`config.mk`:
```
export PLATFORM = sky130hd
export DESIGN_NAME = rsa_top_axi4lite
export DESIGN_NICKNAME = d
export VERILOG_FILES = /design/src/rtl/rsa_top_axi4lite.sv
export SDC_FILE = /design/constraint.sdc
export NUM_CORES = 1
export LEC_CHECK = 0
export ABC_AREA = 1
export CAP_MARGIN = 20
export CORE_MARGIN = 10
export CORE_UTILIZATION = 50
export DETAILED_ROUTE_END_ITERATION = 8
export PLACE_DENSITY = 0.8
export SKIP_CTS_REPAIR_TIMING = 1
export SYNTH_ARGS = -nofsm -noshare
export SYNTH_HDL_FRONTEND = slang
export SYNTH_SLANG_ARGS = --single-unit
```
`constraint.sdc`:
```
create_clock -name clk_i -period 16.2 [get_ports clk_i]
set_clock_uncertainty 0.2 [all_clocks]
set_input_delay 1.62 -clock clk_i [delete_from_list [all_inputs] [get_ports clk_i]]
set_output_delay 1.62 -clock clk_i [all_outputs]
set_load 0.02 [all_outputs]
```
`src/rtl/rsa_top_axi4lite.sv`:
```
// AXI4-Lite peripheral computing message^exponent mod modulus (32-bit).
// Constant-time right-to-left square-and-multiply on one bit-serial modular multiplier.
module rsa_top_axi4lite #(
    parameter int AW = 32,
    parameter int DW = 32
) (
    input  logic          clk_i,
    input  logic          rst_i,
    input  logic [AW-1:0] i_axi_awaddr,
    input  logic          i_axi_awvalid,
    output logic          o_axi_awready,
    input  logic [3:0]    i_axi_awcache,
    input  logic [2:0]    i_axi_awprot,
    input  logic [DW-1:0] i_axi_wdata,
    input  logic [3:0]    i_axi_wstrb,
    input  logic          i_axi_wvalid,
    output logic          o_axi_wready,
    output logic [1:0]    o_axi_bresp,
    output logic          o_axi_bvalid,
    input  logic          i_axi_bready,
    input  logic [AW-1:0] i_axi_araddr,
    input  logic          i_axi_arvalid,
    output logic          o_axi_arready,
    input  logic [3:0]    i_axi_arcache,
    input  logic [2:0]    i_axi_arprot,
    output logic [DW-1:0] o_axi_rdata,
    output logic [1:0]    o_axi_rresp,
    output logic          o_axi_rvalid,
    input  logic          i_axi_rready
);

    localparam logic [5:0] A_NAME0   = 6'h00;
    localparam logic [5:0] A_NAME1   = 6'h01;
    localparam logic [5:0] A_VERSION = 6'h02;
    localparam logic [5:0] A_CTRL    = 6'h08;
    localparam logic [5:0] A_STATUS  = 6'h09;
    localparam logic [5:0] A_MSG     = 6'h10;
    localparam logic [5:0] A_EXP     = 6'h11;
    localparam logic [5:0] A_MOD     = 6'h12;
    localparam logic [5:0] A_RESULT  = 6'h13;

    typedef enum logic [1:0] {S_IDLE, S_REDUCE, S_EXP, S_DONE} state_e;

    logic unused_sigs;
    assign unused_sigs = ^{i_axi_awcache, i_axi_awprot, i_axi_arcache, i_axi_arprot,
                           i_axi_awaddr, i_axi_araddr};

    // Reset asserts immediately, releases two clocks after rst_i falls.
    logic [1:0] rst_sync_q;
    logic       rst_int;
    always_ff @(posedge clk_i or posedge rst_i) begin
        if (rst_i) rst_sync_q <= '1;
        else       rst_sync_q <= {rst_sync_q[0], 1'b0};
    end
    assign rst_int = rst_sync_q[1];

    state_e       state_q;
    logic [5:0]   cnt_q;
    logic [4:0]   bit_cnt_q;
    logic         phase_q;
    logic [31:0]  m_q, base_q, r_q, e_q, a_sh_q, result_q;
    logic [32:0]  p_q;
    logic         ready_q, valid_q;

    logic         awready_q, awready_d, wready_q, wready_d, arready_q, arready_d;
    logic         aw_full_q, aw_full_d, w_full_q, w_full_d;
    logic         bvalid_q, bvalid_d, rvalid_q, rvalid_d;
    logic [5:0]   awaddr_q, awaddr_d;
    logic [31:0]  wdata_q, wdata_d, rdata_q, rdata_d, rd_mux;
    logic [3:0]   wstrb_q, wstrb_d;
    logic [31:0]  msg_q, msg_d, exp_q, exp_d, mod_q, mod_d;
    logic         wr_en, idle, start;

    function automatic logic [31:0] merge(input logic [31:0] old, input logic [31:0] nw,
                                          input logic [3:0] strb);
        logic [31:0] res;
        res = old;
        for (int unsigned i = 0; i < 4; i++) begin
            if (strb[i]) res[8*i +: 8] = nw[8*i +: 8];
        end
        return res;
    endfunction

    assign idle  = (state_q == S_IDLE);
    assign wr_en = aw_full_q && w_full_q;
    assign start = wr_en && idle && (awaddr_q == A_CTRL) && wstrb_q[0] && wdata_q[0];

    always_comb begin
        rd_mux = '0;
        case (i_axi_araddr[7:2])
            A_NAME0:   rd_mux = 32'h7273615F;
            A_NAME1:   rd_mux = 32'h6D6F6465;
            A_VERSION: rd_mux = 32'h00000001;
            A_STATUS:  rd_mux = {30'd0, valid_q, ready_q};
            A_MSG:     rd_mux = msg_q;
            A_EXP:     rd_mux = exp_q;
            A_MOD:     rd_mux = mod_q;
            A_RESULT:  rd_mux = result_q;
            default:   rd_mux = '0;
        endcase
    end

    always_comb begin
        aw_full_d = aw_full_q;
        awaddr_d  = awaddr_q;
        w_full_d  = w_full_q;
        wdata_d   = wdata_q;
        wstrb_d   = wstrb_q;
        bvalid_d  = bvalid_q;
        rvalid_d  = rvalid_q;
        rdata_d   = rdata_q;
        msg_d     = msg_q;
        exp_d     = exp_q;
        mod_d     = mod_q;

        if (i_axi_awvalid && awready_q) begin
            aw_full_d = 1'b1;
            awaddr_d  = i_axi_awaddr[7:2];
        end
        if (i_axi_wvalid && wready_q) begin
            w_full_d = 1'b1;
            wdata_d  = i_axi_wdata;
            wstrb_d  = i_axi_wstrb;
        end
        if (wr_en) begin
            aw_full_d = 1'b0;
            w_full_d  = 1'b0;
            bvalid_d  = 1'b1;
            if (idle) begin
                case (awaddr_q)
                    A_MSG:   msg_d = merge(msg_q, wdata_q, wstrb_q);
                    A_EXP:   exp_d = merge(exp_q, wdata_q, wstrb_q);
                    A_MOD:   mod_d = merge(mod_q, wdata_q, wstrb_q);
                    default: ;
                endcase
            end
        end
        if (bvalid_q && i_axi_bready) bvalid_d = 1'b0;
        // One write outstanding: both readies stay low until the response is taken.
        awready_d = !aw_full_d && !bvalid_d;
        wready_d  = !w_full_d && !bvalid_d;

        if (i_axi_arvalid && arready_q) begin
            rvalid_d = 1'b1;
            rdata_d  = rd_mux;
        end else if (rvalid_q && i_axi_rready) begin
            rvalid_d = 1'b0;
        end
        arready_d = !rvalid_d;
    end

    always_ff @(posedge clk_i or posedge rst_int) begin
        if (rst_int) begin
            awready_q <= 1'b0;
            wready_q  <= 1'b0;
            arready_q <= 1'b0;
            aw_full_q <= 1'b0;
            w_full_q  <= 1'b0;
            bvalid_q  <= 1'b0;
            rvalid_q  <= 1'b0;
            awaddr_q  <= '0;
            wdata_q   <= '0;
            wstrb_q   <= '0;
            rdata_q   <= '0;
            msg_q     <= '0;
            exp_q     <= '0;
            mod_q     <= '0;
        end else begin
            awready_q <= awready_d;
            wready_q  <= wready_d;
            arready_q <= arready_d;
            aw_full_q <= aw_full_d;
            w_full_q  <= w_full_d;
            bvalid_q  <= bvalid_d;
            rvalid_q  <= rvalid_d;
            awaddr_q  <= awaddr_d;
            wdata_q   <= wdata_d;
            wstrb_q   <= wstrb_d;
            rdata_q   <= rdata_d;
            msg_q     <= msg_d;
            exp_q     <= exp_d;
            mod_q     <= mod_d;
        end
    end

    assign o_axi_awready = awready_q;
    assign o_axi_wready  = wready_q;
    assign o_axi_arready = arready_q;
    assign o_axi_bvalid  = bvalid_q;
    assign o_axi_rvalid  = rvalid_q;
    assign o_axi_rdata   = rdata_q;
    assign o_axi_bresp   = 2'b00;
    assign o_axi_rresp   = 2'b00;

    // Restoring-division step (REDUCE) and interleaved modular-multiply step (EXP).
    logic [32:0] m_ext, div_sh, div_next, mul_p2, mul_p2r, mul_p3, mul_next;
    always_comb begin
        m_ext    = {1'b0, m_q};
        div_sh   = {p_q[31:0], a_sh_q[31]};
        div_next = (div_sh >= m_ext) ? div_sh - m_ext : div_sh;
        mul_p2   = {p_q[31:0], 1'b0};
        mul_p2r  = (mul_p2 >= m_ext) ? mul_p2 - m_ext : mul_p2;
        mul_p3   = a_sh_q[31] ? mul_p2r + {1'b0, base_q} : mul_p2r;
        mul_next = (mul_p3 >= m_ext) ? mul_p3 - m_ext : mul_p3;
    end

    always_ff @(posedge clk_i or posedge rst_int) begin
        if (rst_int) begin
            state_q   <= S_IDLE;
            cnt_q     <= '0;
            bit_cnt_q <= '0;
            phase_q   <= 1'b0;
            m_q       <= '0;
            base_q    <= '0;
            r_q       <= '0;
            e_q       <= '0;
            a_sh_q    <= '0;
            p_q       <= '0;
            result_q  <= '0;
            ready_q   <= 1'b1;
            valid_q   <= 1'b0;
        end else begin
            case (state_q)
                S_IDLE: begin
                    if (start) begin
                        m_q     <= mod_q;
                        e_q     <= exp_q;
                        a_sh_q  <= msg_q;
                        p_q     <= '0;
                        cnt_q   <= '0;
                        ready_q <= 1'b0;
                        valid_q <= 1'b0;
                        state_q <= S_REDUCE;
                    end
                end
                S_REDUCE: begin
                    p_q    <= div_next;
                    a_sh_q <= {a_sh_q[30:0], 1'b0};
                    cnt_q  <= cnt_q + 6'd1;
                    if (cnt_q == 6'd31) begin
                        base_q    <= div_next[31:0];
                        r_q       <= (m_q == 32'd1) ? 32'd0 : 32'd1;
                        cnt_q     <= '0;
                        phase_q   <= 1'b0;
                        bit_cnt_q <= '0;
                        state_q   <= S_EXP;
                    end
                end
                S_EXP: begin
                    // Phase 0 computes r*base, phase 1 base*base; each is 1 load + 32 steps.
                    if (cnt_q == 6'd0) begin
                        p_q    <= '0;
                        a_sh_q <= phase_q ? base_q : r_q;
                        cnt_q  <= 6'd1;
                    end else begin
                        p_q    <= mul_next;
                        a_sh_q <= {a_sh_q[30:0], 1'b0};
                        cnt_q  <= cnt_q + 6'd1;
                        if (cnt_q == 6'd32) begin
                            cnt_q <= '0;
                            if (!phase_q) begin
                                if (e_q[0]) r_q <= mul_next[31:0];
                                phase_q <= 1'b1;
                            end else begin
                                base_q    <= mul_next[31:0];
                                phase_q   <= 1'b0;
                                e_q       <= {1'b0, e_q[31:1]};
                                bit_cnt_q <= bit_cnt_q + 5'd1;
                                if (bit_cnt_q == 5'd31) state_q <= S_DONE;
                            end
                        end
                    end
                end
                S_DONE: begin
                    result_q <= (m_q == 32'd0) ? 32'd0 : r_q;
                    ready_q  <= 1'b1;
                    valid_q  <= 1'b1;
                    state_q  <= S_IDLE;
                end
                default: state_q <= S_IDLE;
            endcase
        end
    end

endmodule

```
==> metrics <==
H-tree depth=2; fin crit period=8.64 ns; Critical Path RT=16.53 ns; Die Width=254 um; max-cap viol count=0; Power Total=6.29 mW; peak supply drop=0.000118 V; IO buf count=91; placed instance count=4455; met1 Resource Use GR=38.1%; crit path max fanout=39; full die area=0.0644 mm^2; GR peak layer=met2; fmax=116 MHz; CP max stage cell=nand4_2; Detailed Route Iter0 Violations=2542; vias=26000; met2 GRT Util=42.7%; WS Path Type=reg2reg; setup violators final=0; GRT overflow=0; Tot GR Track Use=27.5%; clock slew at reported path FFs=0.06 ns; Core Area=0.0539 mm^2; asr flop ratio synth=100%; Die Ht=254 um; pin count of the biggest net entering global routing=137; drt drc=0; Post-DRT Antenna Nets=0; Synth area leader=dfrtp_1; Worst Setup End Kind=flip-flop; ant diodes=0; leakage=14.8 nW; synthesized instance count=3804; Clock Latency Late Sink=0.59 ns; Starting Density=50.7%; Yosys cell types=56; Yosys reg bits=419; drt wl/cell=19.8 um; DR vias/cell=5.74; Worst Max-Slew Pin Slew=1.03 ns; outcome=complete, no violations; nets@finish=4036; vias in the first global route=24300; pwr/cell area=209 mW/mm^2; Slew Limit Fails=0; top-area cell type share of the netlist area=38.1%; period utilisation layout=53.3%; max incr delay on CP=0.73 ns; Detail Placement HPWL=68.3 mm; gp weighted congestion=1.01; # clock sinks=419; Rows=85; Synth Warn #=0; Avg Inst Size Synth=7.18 um^2; final hold slack=0.159 ns; final setup TNS=0 ns; initial antenna violation count=0; Detailed Routing Iterations Pass 1=5; Final Hold Vio Count=0; most used cell, CP=nand2_1; post-synthesis sequential area ratio=38.4%; Max Root-Sink Buffers=3; Worst Hold Class=reg2reg; startpoint types=flip-flop; Synth area leaders=dfrtp_1 38%, nand2_1 15%, o21ai_0 6.8%, inv_1 6.1%, ha_1 4.9%; area delta synth->final=10.3%; Post-synth EDFFs=0; Finished Layout Cells=4536; clk root buf=clkbuf_16; final WL=89.8 mm; top_reg_cell synth=dfrtp_1; I/O pin count=162; RSZ-0062 raised after global routing=no; Inserted Clock Buffers=43; delay-heaviest family, CP=simple AND/OR/NAND/NOR gates; share of cells above drive strength 1=4.61%; synthesized area=0.0273 mm^2; Crit path buffers/inverters=6; Final Util=55.9%; first-pass GRT wire length=139 mm; global-route met3 utilization=4.53%; critical path arrival=8.96 ns; CTS tree=built; Max-Slew Margin vs Limit=31.6%
[worst reg2reg max path, delay by kind of cell, from the launching register on]
family	cells	cell delay, ns
xor gates and xnor gates	1	0.14
AOI/OAI and AO/OA	6	1.17
adders and majority gates	3	1.16
and+or+nand+nor	21	4.00
DFF	1	0.55
buffers and inverters	6	1.37
[cells by family (layout without fill, tap and decap cells)]
logic type / after synthesis / after routing / share of synthesized area (%)
buf+inv: 625 / 657 / 9.07
other cells: 1 / 5 / 0.0137
mux: 2 / 2 / 0.0825
fa+ha+maj: 110 / 110 / 5.15
flops: 419 / 419 / 38.4
xor+xnor: 93 / 93 / 2.98
simple gates: 1632 / 1632 / 24.6
compound gates: 922 / 922 / 19.7
[flip-flops by register name (all words and copies together) (netlist names), 2 cells and up]
register and count:
a_sh_q 32, awaddr_q 6, base_q 32, bit_cnt_q 5, cnt_q 6, e_q 32
exp_q 32, m_q 32, mod_q 32, msg_q 32, o_axi_rdata 32, p_q 32
r_q 32, result_q 32, rst_sync_q 2, state_q 2, wdata_q 32, wstrb_q 4
[cell usage after synthesis (12+ instances only)]
cell type / number
o22ai_1: 46
nor2_1: 226
or2_2: 13
o21ai_0: 371
xor2_1: 52
a31oi_1: 21
nand4_1: 73
nand2_1: 1112
a21o_1: 26
a22oi_1: 17
a21oi_1: 204
o211ai_1: 115
nor3_1: 17
or2_0: 15
dfrtp_1: 416
o2111ai_1: 14
o21bai_1: 20
nand3_1: 127
buf_2: 12
clkbuf_1: 124
o21ai_1: 41
inv_1: 447
ha_1: 106
xnor2_1: 41
o21ai_2: 13
[through the flow]
stage,setup WS [ns],area [um^2]
6_report,7.56,30100
2_1_floorplan,4.10,27300
3_3_place_gp,7.96,28600
4_1_cts,7.81,30100
5_1_grt,6.83,30100
3_5_place_dp,7.88,28600
[layout make-up]
cell class	count	area, um^2
fillers	5035	23800
multi-input cells	2764	14400
flip-flops and latches	419	10500
inverters	457	1720
clock buffers	55	1180
repair buffers	120	1150
well taps	696	871
clock inverters	25	300
[routing by layer]
layer  routed length, um  vias up
met5                   0        -
met1               39400    12200
met2               39800     1045
met3                7210      163
met4                3380        0
li1                    -    12600
[cells in the final DEF (no fill, tap or decap), drive strengths merged, types with 26 or more instances in the layout]
cell,netlist,layout
a21o,26,26
o21ai,425,425
nor2,238,238
o211ai,115,115
clkbuf,124,55
nand4,74,74
clkdlybuf4s50,0,91
xor2,52,52
inv,453,459
dfrtp,416,416
or2,37,37
o22ai,46,46
a21oi,204,204
nand3,130,130
buf,44,29
xnor2,41,41
ha,106,106
nand2,1119,1119
[where the power goes]
part	leakage [nW]	internal [mW]	switching, mW	total, mW
Sequential	5.45	1.34	0.200	1.54
Clock	0.741	0.605	0.451	1.06
Combinational	8.59	1.10	2.59	3.69
Total	14.8	3.05	3.24	6.29
[path summary, 6_finish.rpt]
kind | startpoint | endpoint | slack [ns] | cells past startpoint
worst max-delay path | m_q[1] | base_q[13] | 7.56 | 37
worst min-delay path | rst_sync_q[0] | rst_sync_q[1] | 0.16 | 0
worst max register to register | m_q[1] | base_q[13] | 7.56 | 37
worst min register to register | rst_sync_q[0] | rst_sync_q[1] | 0.16 | 0
max in group asynchronous | rst_sync_q[1] | result_q[18] | 12.46 | 4
min in group asynchronous | rst_sync_q[1] | e_q[5] | 0.22 | 1
Power figures use the tool's default switching activity.
